**config.mk**
```make
export PLATFORM = sky130hd
export DESIGN_NAME = adsr_vca
export DESIGN_NICKNAME = d
export VERILOG_FILES = /design/src/rtl/adsr_vca.sv
export SDC_FILE = /design/constraint.sdc
export NUM_CORES = 2
export LEC_CHECK = 0
export CAP_MARGIN = 30
export CORE_MARGIN = 2
export CORE_UTILIZATION = 40
export DETAILED_ROUTE_END_ITERATION = 6
export PLACE_DENSITY_LB_ADDON = 0.25
export SLEW_MARGIN = 20
export SYNTH_ARGS = -nofsm -noshare
export SYNTH_HDL_FRONTEND = slang
export SYNTH_SLANG_ARGS = --single-unit
```
**constraint.sdc**
```tcl
create_clock -name clk_in -period 9 [get_ports clk_in]
set_input_delay 1.8 -clock clk_in [delete_from_list [all_inputs] [get_ports clk_in]]
set_output_delay 1.8 -clock clk_in [all_outputs]
set_load 0.05 [all_outputs]
```
**src/rtl/adsr_vca.sv**
```systemverilog
// adsr_vca: per-voice ADSR envelope and VCA, advanced by the oscillator step strobe.
// The VCA scales each sample by the envelope level held before that step's update.
module adsr_vca (
  input  logic        clk_in,
  input  logic        rst_in,
  input  logic        step_in,
  input  logic        gate_in,
  input  logic [15:0] attack_incr,
  input  logic [15:0] decay_decr,
  input  logic [15:0] sustain_level,
  input  logic [15:0] release_decr,
  input  logic [31:0] sample_in,
  output logic [31:0] sample_out,
  output logic        valid_out,
  output logic [15:0] env_out,
  output logic [2:0]  state_out,
  output logic        busy_out
);

  localparam logic [2:0] S_IDLE    = 3'd0;
  localparam logic [2:0] S_ATTACK  = 3'd1;
  localparam logic [2:0] S_DECAY   = 3'd2;
  localparam logic [2:0] S_SUSTAIN = 3'd3;
  localparam logic [2:0] S_RELEASE = 3'd4;

  logic [2:0]  r_state;
  logic [15:0] r_env;
  logic [31:0] r_sample;
  logic        r_valid;

  logic [2:0]  w_state_nxt;
  logic [15:0] w_env_nxt;
  logic [16:0] w_att_sum;
  logic [16:0] w_dec_diff;
  logic [16:0] w_rel_diff;
  logic [15:0] w_att_env;
  logic [15:0] w_dec_env;
  logic [15:0] w_rel_env;
  logic        w_att_top;
  logic signed [47:0] w_smp_x;
  logic signed [47:0] w_env_x;
  logic signed [47:0] w_prod;
  logic [31:0] w_scaled;
  logic        w_busy;

  // 17-bit arithmetic: bit 16 flags attack overflow or decay/release underflow
  assign w_att_sum  = {1'b0, r_env} + {1'b0, attack_incr};
  assign w_dec_diff = {1'b0, r_env} - {1'b0, decay_decr};
  assign w_rel_diff = {1'b0, r_env} - {1'b0, release_decr};

  assign w_att_env = (attack_incr == 16'd0 || w_att_sum[16]) ?
                     16'hFFFF : w_att_sum[15:0];
  assign w_dec_env = (decay_decr == 16'd0 || w_dec_diff[16] ||
                      w_dec_diff[15:0] <= sustain_level) ?
                     sustain_level : w_dec_diff[15:0];
  assign w_rel_env = (release_decr == 16'd0 || w_rel_diff[16]) ?
                     16'd0 : w_rel_diff[15:0];
  assign w_att_top = (w_att_env == 16'hFFFF);

  always_ff @(posedge clk_in or posedge rst_in) begin
    if (rst_in) begin
      r_state  <= S_IDLE;
      r_env    <= 16'd0;
      r_sample <= 32'd0;
      r_valid  <= 1'b0;
    end else begin
      r_valid <= step_in;
      if (step_in) begin
        r_state  <= w_state_nxt;
        r_env    <= w_env_nxt;
        r_sample <= w_scaled;
      end
    end
  end

  always_comb begin
    w_state_nxt = r_state;
    w_env_nxt   = r_env;
    unique case (r_state)
      S_IDLE: begin
        w_env_nxt = 16'd0;
        if (gate_in) begin
          w_env_nxt   = w_att_env;
          w_state_nxt = w_att_top ? S_DECAY : S_ATTACK;
        end
      end
      S_ATTACK: begin
        if (!gate_in) begin
          w_state_nxt = S_RELEASE;
        end else begin
          w_env_nxt   = w_att_env;
          w_state_nxt = w_att_top ? S_DECAY : S_ATTACK;
        end
      end
      S_DECAY: begin
        if (!gate_in) begin
          w_state_nxt = S_RELEASE;
        end else begin
          w_env_nxt = w_dec_env;
          if (w_dec_env == sustain_level) w_state_nxt = S_SUSTAIN;
        end
      end
      S_SUSTAIN: begin
        if (!gate_in) w_state_nxt = S_RELEASE;
        else          w_env_nxt   = sustain_level;
      end
      S_RELEASE: begin
        if (gate_in) begin
          w_env_nxt   = w_att_env;
          w_state_nxt = w_att_top ? S_DECAY : S_ATTACK;
        end else begin
          w_env_nxt = w_rel_env;
          if (w_rel_env == 16'd0) w_state_nxt = S_IDLE;
        end
      end
      default: begin
        w_state_nxt = S_IDLE;
        w_env_nxt   = 16'd0;
      end
    endcase
  end

  // product fits in 48 bits signed; arithmetic shift gives floor division
  assign w_smp_x = {{16{sample_in[31]}}, sample_in};
  assign w_env_x = {32'd0, r_env};
  assign w_prod  = w_smp_x * w_env_x;

  always_comb begin
    w_scaled = 32'(w_prod >>> 16);
    w_busy   = (r_state != S_IDLE);
  end

  assign sample_out = r_sample;
  assign valid_out  = r_valid;
  assign env_out    = r_env;
  assign state_out  = r_state;
  assign busy_out   = w_busy;

endmodule

```
==> Yosys cells after proc, flatten, opt, wreduce, memory -nomap -nowiden <==
Index checks and enable logic that the tools add are counted.
{ "op_classes": {"n_addsub": 3, "multipliers": 1, "n_lt_le_gt_ge": 1, "eq_ne": 13, "n_mux": 18, "n_reduce_logical": 12} }
{ "op_table": {"columns": ["cell", "count"], "rows": [
  ["2-to-1 mux 16 bit", 8],
  ["case mux 16 bit (5 select lines)", 1],
  ["logical NOT 16 bit", 4],
  ["multiplier 32 x 17 -> 48 bit", 1],
  ["subtractor 16 x 16 -> 17 bit", 2],
  ["2-to-1 mux 3 bit", 7],
  ["adder 16 x 16 -> 17 bit", 1],
  ["equality test 16 bit", 1],
  ["equality test 16 bit, second input constant", 1],
  ["<= comparator 16 bit", 1],
  ["case mux 3 bit (5 select lines)", 1],
  ["inequality test 2 bit, second input constant", 5],
  ["equality test 3 x 2 -> 1 bit, second input constant", 2],
  ["inequality test 3 bit, second input constant", 2],
  ["AND reduction 5 bit", 1],
  ["logical OR 1 bit", 4],
  ["AND reduction 4 bit", 1],
  ["equality test 3 x 1 -> 1 bit, second input constant", 1],
  ["equality test 3 bit, second input constant", 1],
  ["logical NOT 3 bit", 1],
  ["nonzero test 3 bit", 1],
  ["2-to-1 mux 2 bit", 1]
]} }
{ "word_totals": {"ff_bits": 52, "in_bits": 100, "wordCells": 52} }

==> Depth between registers and ports, before layout <==
{ "depth": {"depth_word": 8, "depth_mapped": 25, "mapped_depth_nobuf": 24} }

==> Least setup slack after synthesis <==
OpenSTA, ideal clock, no wires.
{ "synth_timing": {"kind": "input -> register", "startpoint": "input sample_in[18]", "endpoint": "register r_sample[18] (netlist: sample_out[18])", "setup_time_ps": 125, "arrival_time_ps": 7656, "required_ps": 8875, "setup_slack_ps": 1219, "path_stages": 22, "path_cell_list": "clkbuf_1 nand2_1 fa_1 fa_1 inv_1 fa_1 fa_1 fa_1 inv_1 fa_1 inv_1 ha_1 a211o_1 nor3_1 nand3b_1 o21ai_1 o311ai_1 a21o_1 a221oi_1 o21ai_1 xor2_1 mux2_2"} }
{ "synth_between": {"elab_chain_cells": 1} }
{ "synth_rtl": {"columns": ["element", "line_no", "text"], "rows": [
  ["start: declaration", "12", "input logic [31:0] sample_in,"],
  ["multiplier 32 x 17 -> 48 bit", "126", "assign w_prod = w_smp_x * w_env_x;"],
  ["end signal: assignment", "71", "r_sample <= w_scaled;"],
  ["end: declaration", "28", "logic [31:0] r_sample;"]
]} }
No other way between the ends.
A chain may end at the register's enable or synchronous reset.

==> Worst setup path in the final report <==
{ "layout_timing": {"startpoint": "input sample_in[16]", "endpoint": "register r_sample[30] (netlist: sample_out[30])"} }
Same word-level chain as after synthesis.

==> results.sh <==
export IMPL_nets=3565
export IMPL_critPathMaxFanout=8
export IMPL_htreeDepth=2
export IMPL_drv_slew=0
export IMPL_hp_start="sample_out[0]"
export IMPL_dp_hpwl_um=58200
export IMPL_holdCritPathClass="flop to flop"
export IMPL_fin_skew_ns=0.0103
export IMPL_yosysUniqueCellTypes=78
export IMPL_mostFrequentLayoutCells="635 x inv_1, 485 x fa_1, 348 x nand2_1"
export IMPL_synthTopCellsByArea="fa_1 42%, inv_1 10%, ha_1 9.5%"
export IMPL_num_vias=18800
export IMPL_grt_pass1_wl_um=114000
export IMPL_initial_core_util_pct=40.4
export IMPL_hold_viol_final=0
export IMPL_synth_compound_area_share_pct=10.1
export IMPL_timing_hold_ws_ns=0.513
export IMPL_boundaryPins=153
export IMPL_via_per_inst=5.26
export IMPL_fmax_mhz=115
export IMPL_synth_seq_area_share_pct=5.59
export IMPL_regArea_um2=1300
export IMPL_r2r_end="sample_out[30]"
export IMPL_r2r_cells=22
export IMPL_syn_area_um2=23300
export IMPL_final_common_cell="inv_1"
export IMPL_grt_overflow=0
export IMPL_port_buffers=152
export IMPL_die_y_um=245
export IMPL_synth_top_area_share_pct=41.7
export IMPL_synthSimpleGateAreaFrac_pct=16.2
export IMPL_fin_tns_setup_ns=0
export IMPL_cts_sinks=52
export IMPL_grt_start_max_net_pins=53
export IMPL_fill_cells=5623
export IMPL_antenna_found_initial=3
export IMPL_cp_start_kind="input pin"
export IMPL_detail_route_antenna_nets=0
export IMPL_die_x_um=245
export IMPL_numCtsBuffers=5
export IMPL_grt_total_usage_pct=24.6
export IMPL_core_area_um2=57600
export IMPL_gp_congestion=0.896
export IMPL_grt_pass1_vias=20800
export IMPL_clk_path_buf_depth=2
export IMPL_synth_adder_area_share_pct=51.2
export IMPL_rows=88
export IMPL_rsz0062_at_grt="no"
export IMPL_ys_ff_latch=52
export IMPL_synth_cells=2678
export IMPL_cts_root_buf="clkbuf_16"
export IMPL_routedWlPerCell_um=19.7
export IMPL_syn_avg_cell_area_um2=8.69
export IMPL_setup_viol=0
export IMPL_r2r_setup_slack_ns=1.42
export IMPL_arrival_ns=8.92
export IMPL_yosysWarnings=0
export IMPL_tightest_slew_ns=0.939
export IMPL_criticalPathCategory="input pin to flop"
export IMPL_drcViolationCount=0
export IMPL_finalCriticalPeriod_ns=8.69
export IMPL_worst_setup_path_end_kind="flop"
export IMPL_whs_path_depth=1
export IMPL_drtIter0Drc=1233
export IMPL_synth_xor_area_share_pct=3.36
export IMPL_first_pass_iters=7
export IMPL_synth_ff_type="dfrtp_1"
export IMPL_drv_cap=0
export IMPL_synth_nets=3439
export IMPL_synthArstFlopShare_pct=100
export IMPL_wl_um=70300
export IMPL_cts_tree="built"
export IMPL_multi_input_area_um2=19200
export IMPL_area_growth_pct=12.5
export IMPL_postCtsHoldBufs=0
export IMPL_holdPathEnd="sample_out[0]"
export IMPL_status="finished, final reports clean"
export IMPL_die_area_um2=60100
export IMPL_synth_edff_count=0
export IMPL_synth_largest_area_cell="fa_1"
export IMPL_required_ns=9.24
export IMPL_fin_crit_sh_pct=96.5
export IMPL_synth_area_mux_share_pct=1.51
export IMPL_synth_top_family_by_area="adder cells"
export IMPL_slew_headroom_pct=37.4
export IMPL_drive_gt1_share_pct=4.71
export IMPL_r2r_start="env_out[4]"
export IMPL_clkTransAtPathRegs_ns=0.09
export IMPL_insertion_delay_ns=0.35
flip-flops by register name, summed over array words and instances, names as in the netlist:
register / count
env_out: 16
sample_out: 32
state_out: 3
valid_out: 1
cells by family after synthesis:
kind of cell    count (synthesis)
compound gates                340
xor+xnor                       86
fa+ha+maj                     661
buf+inv                       748
flops                          52
mux                            32
simple gates                  759
metal layers:
layer / vias up / GRT usage, % / share of wire (%)
met5: - / 0 / 0
met4: 0 / 8.05 / 3.3
met3: 109 / 2.90 / 5.7
met2: 559 / 43.6 / 50
met1: 9635 / 31.1 / 41
li1: 8497 / - / -
cell type report:
| class | count | area share (%) |
|---|---|---|
| multi-input cells | 1878 | 73.2 |
| inverters | 636 | 9.12 |
| repair buffers | 231 | 8.26 |
| flip-flops and latches | 52 | 4.98 |
| well taps | 765 | 3.66 |
| clock buffers | 6 | 0.492 |
| clock inverters | 2 | 0.229 |
| diodes | 3 | 0.0287 |
worst max-delay path by stage:
stage          cells past startpoint  slack [ns]          start             end
2_1_floorplan                     22        1.22  sample_in[18]  sample_out[18]
3_5_place_dp                      23       -0.46  sample_in[20]  sample_out[30]
6_report                          23        0.31  sample_in[16]  sample_out[30]
3_3_place_gp                      23       -0.40  sample_in[20]  sample_out[30]
5_1_grt                           23        0.03  sample_in[23]  sample_out[30]
4_1_cts                           23        0.17  sample_in[20]  sample_out[30]
critical path, stage by stage:
cell	delay, ns
clkdlybuf4s50_1	0.77
buf_4	0.24
nand2_1	0.08
fa_1	0.53
inv_1	0.06
fa_1	0.50
fa_1	0.61
fa_1	0.44
fa_1	0.54
inv_1	0.07
fa_1	0.47
inv_1	0.04
ha_1	0.33
and3_1	0.21
nand3_1	0.15
nor4_2	0.32
o211ai_1	0.25
o21ai_1	0.33
o21a_1	0.40
a221o_1	0.27
a21oi_1	0.10
xnor2_1	0.13
mux2_2	0.26
what timing repair did:
item | 4_1_cts | 5_1_grt
hold endpoints to repair | 0 | 0
setup endpoints to repair | 3 | 3
setup buffers | 0 | 0
resized for setup | 1 | 2
per-stage QoR:
step           cells  area, um2  util [%]  worst slack (ns)
3_3_place_gp    3558      25900      45.0            -0.399
3_5_place_dp    3562      26000      45.1            -0.458
4_1_cts         3570      26200      45.4             0.172
5_1_grt         3570      26200      45.4            0.0259
6_report        3573      26200      45.5             0.313
2_1_floorplan   2678      23300         -              1.22
cells in the mapped netlist (all sizes together), types with 19 or more instances:
| library cell | number |
|---|---|
| nand2 | 348 |
| inv | 636 |
| fa | 485 |
| o21a | 19 |
| ha | 176 |
| a21oi | 89 |
| and2 | 224 |
| mux2 | 25 |
| o21ai | 46 |
| a21o | 50 |
| nor2 | 50 |
| xnor2 | 58 |
| xor2 | 26 |
| clkbuf | 108 |
| dfrtp | 52 |
Power is not shown: default switching activity piles up to over one toggle a cycle in this logic, so the estimate is an artifact.
